<file path="config.mk">
export PLATFORM = sky130hd
export DESIGN_NAME = fetch_unit_flat
export DESIGN_NICKNAME = d
export VERILOG_FILES = /design/src/rtl/fetch_unit_if.sv /design/src/rtl/fetch_unit.sv /design/src/flat_wrapper.sv
export SDC_FILE = /design/constraint.sdc
export NUM_CORES = 1
export LEC_CHECK = 0
export CORE_ASPECT_RATIO = 0.8
export CORE_MARGIN = 10
export CORE_UTILIZATION = 51
export CTS_CLUSTER_SIZE = 12
export DETAILED_ROUTE_END_ITERATION = 12
export PLACE_DENSITY_LB_ADDON = 0.12
export SETUP_SLACK_MARGIN = 0.15
export SLEW_MARGIN = 20
export SYNTH_ARGS = -nofsm -noshare
export SYNTH_HDL_FRONTEND = slang
export SYNTH_SLANG_ARGS = --single-unit
</file>
<file path="constraint.sdc">
create_clock -name clk -period 2.9 [get_ports clk]
set_input_delay 0.29 -clock clk [delete_from_list [all_inputs] [get_ports clk]]
set_output_delay 0.29 -clock clk [all_outputs]
set_load 0.01 [all_outputs]
</file>
<file path="src/rtl/fetch_unit_if.sv">
// Handshake bundles used by fetch_unit: the instruction-memory fetch port
// and the port that hands instructions to the execute stage.

interface ifetch_if #(
  parameter int AW = 32,
  parameter int DW = 32
);
  logic          req_vld;
  logic          req_rdy;
  logic [AW-1:0] req_pc;
  logic          rsp_vld;
  logic          rsp_rdy;
  logic [DW-1:0] rsp_ir;

  modport master (
    output req_vld, req_pc, rsp_rdy,
    input  req_rdy, rsp_vld, rsp_ir
  );

  modport slave (
    input  req_vld, req_pc, rsp_rdy,
    output req_rdy, rsp_vld, rsp_ir
  );
endinterface

interface iexec_if #(
  parameter int AW = 32,
  parameter int DW = 32
);
  logic             req_vld;
  logic             req_rdy;
  logic [DW+AW-1:0] req_pkt;   // {ir, pc}
  logic [DW:0]      rsp_pkt;   // {taken, offset}, meaningful only when the instruction is accepted

  modport master (
    output req_vld, req_pkt,
    input  req_rdy, rsp_pkt
  );

  modport slave (
    input  req_vld, req_pkt,
    output req_rdy, rsp_pkt
  );
endinterface

</file>
<file path="src/rtl/fetch_unit.sv">
// Instruction fetch unit: owns the fetch PC, keeps at most one fetch in
// flight, buffers one returned instruction for execute, and redirects on a
// taken response from execute. Wrong-path fetches in flight at a redirect
// are marked killed and their response is drained and dropped.

module fetch_unit #(
  parameter int            AW       = 32,
  parameter int            DW       = 32,
  parameter logic [AW-1:0] RESET_PC = '0
) (
  input  logic      clk,
  input  logic      rst,
  ifetch_if.master  ifetch,
  iexec_if.master   iexec
);

  logic [AW-1:0] fetch_pc;
  logic [AW-1:0] flight_pc;
  logic          outst;
  logic          kill;
  logic          buf_vld;
  logic [DW-1:0] buf_ir;
  logic [AW-1:0] buf_pc;

  logic          fetch_fire;
  logic          rsp_fire;
  logic          exec_fire;
  logic          taken;
  logic          redirect;
  logic          load;
  logic [AW-1:0] offset;
  logic [AW-1:0] target;

  // Outputs are forced quiet while reset is held, even in the first reset
  // cycle when the state registers still hold pre-reset values.
  assign ifetch.req_vld = !outst && !rst;
  assign ifetch.req_pc  = rst ? RESET_PC : fetch_pc;
  assign exec_fire      = buf_vld && iexec.req_rdy && !rst;
  // A killed response is always drained; a live one only if the buffer has room.
  assign ifetch.rsp_rdy = outst && !rst && (kill || !buf_vld || exec_fire);
  assign iexec.req_vld  = buf_vld && !rst;
  assign iexec.req_pkt  = rst ? '0 : {buf_ir, buf_pc};

  assign fetch_fire = ifetch.req_vld && ifetch.req_rdy;
  assign rsp_fire   = ifetch.rsp_vld && ifetch.rsp_rdy;
  assign taken      = iexec.rsp_pkt[DW];
  assign offset     = iexec.rsp_pkt[AW-1:0];
  assign redirect   = exec_fire && taken;
  assign target     = buf_pc + offset;
  // A response arriving alongside a redirect is wrong-path and is discarded.
  assign load       = rsp_fire && !kill && !redirect;

  // Fetch PC and outstanding/kill tracking.
  always_ff @(posedge clk) begin
    if (rst) begin
      fetch_pc  <= RESET_PC;
      flight_pc <= RESET_PC;
      outst     <= 1'b0;
      kill      <= 1'b0;
    end else begin
      if (redirect)
        fetch_pc <= target;
      else if (fetch_fire)
        fetch_pc <= fetch_pc + AW'(4);

      if (fetch_fire)
        flight_pc <= fetch_pc;

      // fetch fire needs outst=0 and rsp fire needs outst=1, so they never coincide
      if (fetch_fire)
        outst <= 1'b1;
      else if (rsp_fire)
        outst <= 1'b0;

      if (redirect && (fetch_fire || (outst && !rsp_fire)))
        kill <= 1'b1;
      else if (rsp_fire)
        kill <= 1'b0;
    end
  end

  // One-entry instruction buffer toward execute.
  always_ff @(posedge clk) begin
    if (rst) begin
      buf_vld <= 1'b0;
      buf_ir  <= '0;
      buf_pc  <= '0;
    end else begin
      if (load) begin
        buf_vld <= 1'b1;
        buf_ir  <= ifetch.rsp_ir;
        buf_pc  <= flight_pc;
      end else if (exec_fire) begin
        buf_vld <= 1'b0;
      end
    end
  end

endmodule

</file>
<file path="src/flat_wrapper.sv">
// flat-port wrapper written by rule: the top's interface ports become plain ports
module fetch_unit_flat 
#(
  parameter int            AW       = 32,
  parameter int            DW       = 32,
  parameter logic [AW-1:0] RESET_PC = '0
)
  (clk, rst, ifetch_req_vld, ifetch_req_pc, ifetch_rsp_rdy, ifetch_req_rdy, ifetch_rsp_vld, ifetch_rsp_ir, iexec_req_vld, iexec_req_pkt, iexec_req_rdy, iexec_rsp_pkt);
  ifetch_if #(.AW(AW), .DW(DW)) ifetch_i ();
  iexec_if #(.AW(AW), .DW(DW)) iexec_i ();
  input  logic clk;
  input  logic rst;
  output wire logic [$bits(ifetch_i.req_vld)-1:0] ifetch_req_vld;
  output wire logic [$bits(ifetch_i.req_pc)-1:0] ifetch_req_pc;
  output wire logic [$bits(ifetch_i.rsp_rdy)-1:0] ifetch_rsp_rdy;
  input wire logic [$bits(ifetch_i.req_rdy)-1:0] ifetch_req_rdy;
  input wire logic [$bits(ifetch_i.rsp_vld)-1:0] ifetch_rsp_vld;
  input wire logic [$bits(ifetch_i.rsp_ir)-1:0] ifetch_rsp_ir;
  output wire logic [$bits(iexec_i.req_vld)-1:0] iexec_req_vld;
  output wire logic [$bits(iexec_i.req_pkt)-1:0] iexec_req_pkt;
  input wire logic [$bits(iexec_i.req_rdy)-1:0] iexec_req_rdy;
  input wire logic [$bits(iexec_i.rsp_pkt)-1:0] iexec_rsp_pkt;
  assign ifetch_req_vld = ifetch_i.req_vld;
  assign ifetch_req_pc = ifetch_i.req_pc;
  assign ifetch_rsp_rdy = ifetch_i.rsp_rdy;
  assign ifetch_i.req_rdy = ifetch_req_rdy;
  assign ifetch_i.rsp_vld = ifetch_rsp_vld;
  assign ifetch_i.rsp_ir = ifetch_rsp_ir;
  assign iexec_req_vld = iexec_i.req_vld;
  assign iexec_req_pkt = iexec_i.req_pkt;
  assign iexec_i.req_rdy = iexec_req_rdy;
  assign iexec_i.rsp_pkt = iexec_rsp_pkt;
  fetch_unit #(.AW(AW), .DW(DW), .RESET_PC(RESET_PC)) u_core (.clk(clk), .rst(rst), .ifetch(ifetch_i), .iexec(iexec_i));
endmodule
</file>
Word level (Yosys, flattened, before mapping)
Cells that the tools add are included.
- add/subtract/negate cells: 2
- multiplexer cells: 9
- reductions and logical operators: 26
- operators by type and width (cell ; number):
    two-way mux 32 bit ; 3
    two-way mux 64 bit ; 1
    adder 32 x 3 -> 32 bit (second input constant) ; 1
    adder 32 bit ; 1
    logical AND 1 bit ; 13
    nonzero test 2 bit ; 4
    zero test 1 bit ; 6
    two-way mux 1 bit ; 5
    logical OR 1 bit ; 3
- bits in registers: 131
- word-level logic and storage cells: 44

Longest topological paths before layout
Gate-level depths: netlist (run 1).
- depth in word-level cells: 10
- gate-level depth with buffers: 11
- mapped depth without buffers: 11

Worst setup path after synthesis (run 1)
No wires, ideal clock.
- kind: flip-flop to flip-flop
- from: reg u_core.buf_pc[0]
- to: reg u_core.fetch_pc[28]
- setup time: 0.134 ns
- data arrival time: 2.364 ns
- data required time: 2.766 ns
- slack: 0.403 ns
- cell stages (with the launch flop): 12
- cells stage by stage: dfxtp_1 > ha_1 > inv_1 > fa_1 > nand2b_1 > a211oi_1 > o2111ai_2 > a211oi_1 > nor3_1 > o31ai_1 > xnor2_1 > o22ai_1
- cells in the longest elaborated chain, start to end: 2
- RTL lines (item ; line ; source):
    from (decl) ; fetch_unit.sv:23 ; logic [AW-1:0] buf_pc;
    from (signal assigned) ; fetch_unit.sv:92 ; buf_pc <= flight_pc;
    adder 32 bit ; fetch_unit.sv:49 ; assign target = buf_pc + offset;
    two-way mux 32 bit ; fetch_unit.sv:61 ; if (redirect)
    to (signal assigned) ; fetch_unit.sv:62 ; fetch_pc <= target;
    to (signal assigned) ; fetch_unit.sv:64 ; fetch_pc <= fetch_pc + AW'(4);
    to (decl) ; fetch_unit.sv:17 ; logic [AW-1:0] fetch_pc;
No other way between the ends.
A chain may end at the register's enable or synchronous reset.

Worst setup path in the final report (run 1)
Ends and elaborated chain as after synthesis.

==> results.py, run 1 <==
metrics = {
    "synthesis": {
        "avgSynthCellArea_um2": 7.632,
        "synth_top_cell_area_share_pct": 35.68,
        "synthesis.nets": 1066,
        "synth_seq_cells": 131,
        "ys.flop_type": "dfxtp_1",
        "synth_top_area_cell": "dfxtp_1",
        "synth-edff-count": 0,
        "syn_area_mm2": 0.007350,
        "yosysWarnings": 0,
        "syn_inst": 963,
        "synth_seq_area_share_pct": 35.68,
        "yosys-top-cells-area": "dfxtp_1, nand2_1, a21oi_1",
        "ys_types": 66,
        "async_flop_share_pct": 0,
    },
    "power": {
        "clockPowerShare_pct": 48.9,
        "powerDensity_mw_per_mm2": 442.6,
        "power.share.switching_pct": 24.89,
        "power_frac_seq_pct": 41.8,
        "combPwrFrac_pct": 9.3,
        "vdd_ir_drop_max_mv": 0.4803,
        "intPower_w": 0.003305,
        "switchingPower_w": 0.001095,
        "power_w": 0.004400,
        "p_leak_nw": 3.741,
    },
    "floorplan": {
        "coreArea_mm2": 0.01420,
        "ioPinCount": 169,
        "dieHeight_um": 127.4,
        "die_area_mm2": 0.01964,
        "rows": 39,
        "initial_core_util_pct": 51.76,
        "die_w_um": 154.2,
    },
    "placed_design": {
        "port_buffers": 168,
        "gp_congestion": 0.9176,
        "dp_hpwl_um": 16410,
        "placed_cell_area_mm2": 0.009329,
    },
    "sta": {
        "tightest_slew_ps": 635.9,
        "fmax_ghz": 0.3722,
        "hold_viol": 0,
        "slew_headroom_pct": 57.61,
        "rsz0062_at_grt": "yes",
        "finalCritPeriodShare_pct": 92.65,
        "setup_viol": 0,
        "period_minus_slack_ps": 2687,
        "tns_ps": 0,
        "fin_worst_skew_ps": 9.416,
        "report.final.slew_viol_count": 0,
    },
    "layout": {
        "syn_to_final_growth_pct": 35.26,
        "num-fill-cells": 1227,
        "final_nets": 1235,
        "postLayoutCellArea_mm2": 0.009941,
        "utilization_pct": 70.01,
        "drive_gt1_share_pct": 8.297,
    },
    "global_routing": {
        "antenna_found_initial": 1,
        "grt_max_degree": 64,
        "grt_use_total_pct": 22.51,
        "grt_pass1_wl_um": 36430,
        "grt_pass1_vias": 6985,
        "grt-ovfl-total": 0,
    },
    "run_status": {
        "status": "finished clean",
    },
    "cts": {
        "postCtsHoldBufs": 0,
        "clockRootBuffer": "clkbuf_16",
        "cts_tree": "done",
        "cts_max_path_buffers": 2,
        "cts_htree_levels": 4,
        "numClockSinks": 131,
        "clk_pin_slew_ps": 60,
        "cts_setup_buffers": 0,
        "cts_inserted_buffers": 17,
        "clk_latency_ps": 420,
    },
    "route": {
        "drtAntennaViolNets": 0,
        "wirelength_um": 22990,
        "num_vias": 7282,
        "vias_per_cell": 5.475,
        "first_iter_violations": 606,
        "dr.pass1.iters": 5,
        "wl_per_cell_um": 17.29,
        "detail_route.drc_violations": 0,
    },
    "min_path": {
        "hold_depth": 2,
        "min_path_type": "primary input to flop",
    },
    "critical_path": {
        "critical_path.startpoint_type": "flop",
        "critical_path_class": "flop to flop",
        "arrival_ps": 2960,
        "cp_max_fo": 3,
        "reg2regPathDepth": 11,
        "worst-endpoint-required_ps": 3180,
        "crit_path_end_kind": "flop",
    },
    "job": {
        "maxCapViolations": 0,
    },
}
## final timing paths
| kind | start | to | slack (ps) |
|---|---|---|---|
| worst max register to register | u_core.buf_pc[0] | u_core.fetch_pc[28] | 210 |
| worst min register to register | u_core.buf_ir[29] | u_core.buf_ir[29] | 450 |
| worst max-delay path | u_core.buf_pc[0] | u_core.fetch_pc[28] | 210 |
| worst min-delay path | rst | u_core.buf_pc[11] | 220 |
## metal layers
layer  vias to the layer above  wire [um]  share of wire, %  track usage [%]
met3                        27       2546                11            8.887
met4                         0        292               1.3            6.212
met1                      3330      10080                44            29.09
met2                       302      10080                44            34.15
li1                       3623          -                 -                -
met5                         -          0                 0                0
## cell type report
| type | instances | area, um2 | share of cell area [%] |
|---|---|---|---|
| multi-input cells | 756 | 4437 | 44.63 |
| clock buffers | 18 | 439.2 | 4.418 |
| repair buffers | 210 | 1998 | 20.10 |
| inverters | 16 | 60.06 | 0.6042 |
| diodes | 1 | 2.502 | 0.02517 |
| well taps | 184 | 230.2 | 2.316 |
| clock inverters | 14 | 151.4 | 1.523 |
| flip-flops and latches | 131 | 2623 | 26.38 |
## cell families after synthesis
family / Yosys count / synth area share (%)
xor gates and xnor gates: 48 / 5.720
and+or+nand+nor: 441 / 28.89
adders and majority gates: 33 / 5.720
muxes: 3 / 0.4256
buffers and inverters: 76 / 4.341
DFF: 131 / 35.68
AOI/OAI and AO/OA: 231 / 19.22
## synthesized netlist by cell type (3+ instances only)
library cell / instances
and3_1: 4
nand3_1: 16
xnor2_1: 23
o21a_1: 3
o211ai_1: 3
inv_1: 16
nor4_1: 5
ha_1: 32
nor3b_1: 3
o21bai_1: 6
buf_2: 3
nand2_1: 234
o22ai_1: 22
nor2b_1: 97
nor3_1: 8
a211oi_1: 7
buf_6: 3
xor2_1: 25
a21o_1: 19
dfxtp_1: 131
a31oi_1: 7
clkbuf_1: 48
o31ai_1: 5
and2_1: 4
a21oi_1: 126
nor2_1: 30
nand4_1: 17
o21ai_0: 9
nand2b_1: 7
buf_1: 4
## cell usage in the layout (no fill, tap or decap), types with 4 or more instances in the layout
master / n
nand2_1: 234
clkdlybuf4s50_1: 167
dfxtp_1: 131
a21oi_1: 126
nor2b_1: 96
buf_4: 42
ha_1: 32
nor2_1: 30
xor2_1: 25
xnor2_1: 23
o22ai_1: 22
a21o_1: 19
nand4_1: 17
clkbuf_16: 17
nand3_1: 16
inv_1: 16
o21ai_0: 9
nor3_1: 8
a31oi_1: 7
nand2b_1: 7
o21bai_1: 6
nor4_1: 5
o31ai_1: 5
clkinvlp_4: 5
and2_1: 4
a211oi_1: 4
and3_1: 4
inv_6: 4
## flip-flops by register name, indices dropped and copies added (netlist names)
register	cells
u_core.outst	1
u_core.fetch_pc	32
u_core.buf_vld	1
u_core.buf_pc	32
u_core.flight_pc	32
u_core.kill	1
u_core.buf_ir	32
## power by group through the flow
stage	clock network, W	logic, W	registers (W)
after floorplan	0	0.000211	0.00187
after global placement	0	0.000401	0.00188
after detailed placement	0	0.000403	0.00188
after CTS	0.00217	0.000407	0.00184
after global routing	0.00224	0.000445	0.00184
final	0.00215	0.000410	0.00184
## timing repair
action / in CTS / in global routing
hold endpoints to repair: 0 / 0
resized for setup: 1 / 3
setup endpoints to repair: 1 / 10
## per-stage QoR
step	hold WS (ps)	cells	setup slack [ps]
global route	231.5	1329	28.63
floorplan	426.0	963	402.7
detailed placement	440.9	1297	-323.8
global placement	437.3	1297	-272.4
finish	224.0	1330	213.1
CTS	218.8	1329	155.8
## worst max-delay path, stage by stage (launching register included)
cell,delay [ps]
dfxtp_1,350
ha_1,170
inv_1,60
fa_1,370
nand2b_1,210
a211oi_2,280
o2111ai_2,210
a211oi_2,250
nor3_1,110
o31ai_1,300
xnor2_1,150
o22ai_1,90
Power figures use the tool's default switching activity.
==> run 2, diff against run 1 <==
--- a/config.mk
+++ b/config.mk
@@ -5,8 +5,9 @@
 export SDC_FILE = /design/constraint.sdc
 export NUM_CORES = 1
 export LEC_CHECK = 0
+export CAP_MARGIN = 20
 export CORE_ASPECT_RATIO = 0.8
-export CORE_MARGIN = 10
+export CORE_MARGIN = 2
 export CORE_UTILIZATION = 51
 export CTS_CLUSTER_SIZE = 12
 export DETAILED_ROUTE_END_ITERATION = 12
==> results.py, run 2 (same netlist as run 1, synthesis figures left out) <==
metrics = {
    "critical_path": {
        "path_cells": "ha_1 > a21oi_1 > o21ai_0 > a221oi_1 > a211oi_2 > or3b_1 > a21oi_2 > xor2_1 > o22ai_1",
        "cp.buffers_inverters": 0,
        "worst-endpoint-required_ps": 3190,
        "critPathTopFamily": "compound AO/OA/AOI/OAI gates",
        "crit_slowest_cell": "a221oi_1",
        "critical_path_class": "flop to flop",
        "max_stage_delay_ps": 470,
        "crit_path_end_kind": "flop",
        "critical_path.startpoint_type": "flop",
        "cp_max_fo": 6,
        "arrival_ps": 2900,
    },
    "power": {
        "powerDensity_mw_per_mm2": 450.1,
        "vdd_ir_drop_max_mv": 0.4153,
        "p_leak_nw": 3.795,
    },
    "sta": {
        "slew_headroom_pct": 56.97,
        "setup_viol": 0,
        "tightest_slew_ps": 645.4,
        "fmax_ghz": 0.3837,
        "finalCritPeriodShare_pct": 89.86,
        "fin_hold_ws_ps": 207.1,
        "rsz0062_at_grt": "yes",
        "report.final.slew_viol_count": 0,
        "period_minus_slack_ps": 2606,
        "hold_viol": 0,
        "fin_worst_skew_ps": 10.33,
    },
    "placed_design": {
        "gp_congestion": 0.9413,
        "port_buffers": 168,
        "place_inst": 1299,
        "dp_hpwl_um": 14570,
        "placed_cell_area_mm2": 0.009356,
    },
    "layout": {
        "layout_commonest_cell": "nand2_1",
        "drive_gt1_share_pct": 8.806,
        "antennaDiodeCount": 0,
        "final_nets": 1237,
        "final_cell_mix": "nand2_1, clkdlybuf4s50_1, dfxtp_1",
        "syn_to_final_growth_pct": 36.57,
        "postLayoutCellArea_mm2": 0.01004,
        "finalNonFillerCells": 1331,
    },
    "floorplan": {
        "rows": 39,
        "initial_core_util_pct": 51.76,
        "ioPinCount": 169,
        "dieHeight_um": 111.4,
        "die_area_mm2": 0.01539,
        "coreArea_mm2": 0.01420,
        "die_w_um": 138.2,
    },
    "route": {
        "dr.pass1.iters": 5,
        "drtAntennaViolNets": 0,
        "first_iter_violations": 499,
        "num_vias": 7200,
        "wirelength_um": 20980,
        "wl_per_cell_um": 15.76,
        "vias_per_cell": 5.409,
        "detail_route.drc_violations": 0,
    },
    "cts": {
        "clockRootBuffer": "clkbuf_16",
        "postCtsHoldBufs": 0,
        "numClockSinks": 131,
        "clk_latency_ps": 420,
        "cts_tree": "done",
        "cts_setup_buffers": 0,
        "clk_pin_slew_ps": 60,
        "cts_max_path_buffers": 2,
        "cts_inserted_buffers": 17,
        "cts_htree_levels": 4,
    },
    "global_routing": {
        "grt_use_total_pct": 27.14,
        "antenna_found_initial": 0,
        "grt_max_degree": 69,
        "grt-ovfl-total": 0,
        "grt_pass1_wl_um": 34090,
        "grt_pass1_vias": 6700,
    },
    "job": {
        "maxCapViolations": 0,
    },
    "min_path": {
        "min_path_type": "primary input to flop",
    },
    "run_status": {
        "status": "finished clean",
    },
}
## run 2: metrics by stage
step                      setup TNS (ps)  util (%)  total power (W)  worst slack (ps)
final                                  0     70.68         0.004517             294.0
after global placement            -669.2     65.89         0.002281            -284.4
after detailed placement          -971.3     65.89         0.002283            -334.8
after global routing                   0     70.68         0.004652             142.6
after floorplan                        0         -         0.002083             402.7
after CTS                              0     70.36         0.004535             160.2
## run 2: worst register-to-register path, stage by stage, from the launching register on
cell,delay (ps)
dfxtp_1,330
ha_1,360
a21oi_1,160
o21ai_0,170
a221oi_1,470
a211oi_2,160
or3b_1,420
a21oi_2,160
xor2_1,160
o22ai_1,90
## run 2: layer usage
| layer | vias to the layer above | part of all wire [%] | GRT usage (%) |
|---|---|---|---|
| met2 | 274 | 43 | 40.79 |
| li1 | 3635 | - | - |
| met5 | - | 0 | 0 |
| met4 | 0 | 0.81 | 6.667 |
| met3 | 15 | 8.7 | 7.183 |
| met1 | 3276 | 47 | 38.99 |
## run 2: final timing paths
check / from / end / slack, ps / cells past startpoint
min reg2reg: u_core.buf_ir[11] / u_core.buf_ir[11] / 450 / 2
max: u_core.buf_pc[9] / u_core.fetch_pc[20] / 290 / 9
min: rst / u_core.buf_pc[30] / 210 / 2
max reg2reg: u_core.buf_pc[9] / u_core.fetch_pc[20] / 290 / 9
## run 2: cell type report
type / instances / area (um2)
Multi-Input combinational cell: 756 / 4473
Fill cell: 1183 / 4163
Sequential cell: 131 / 2624
Timing Repair Buffer: 212 / 2026
Clock buffer: 24 / 501.7
Tap cell: 184 / 230.2
Clock inverter: 8 / 122.6
Inverter: 16 / 60.06
## run 2: power breakdown
group          switching, W  total [W]  internal, W
Sequential        0.0000187    0.00184      0.00182
Clock              0.000801    0.00227      0.00147
Combinational      0.000219   0.000411     0.000192
Total               0.00104    0.00452      0.00348
## run 2: repair_timing
action	CTS	global route
setup endpoints to repair	2	8
gates resized for setup	2	10
cloned	0	0
pin swaps	0	7
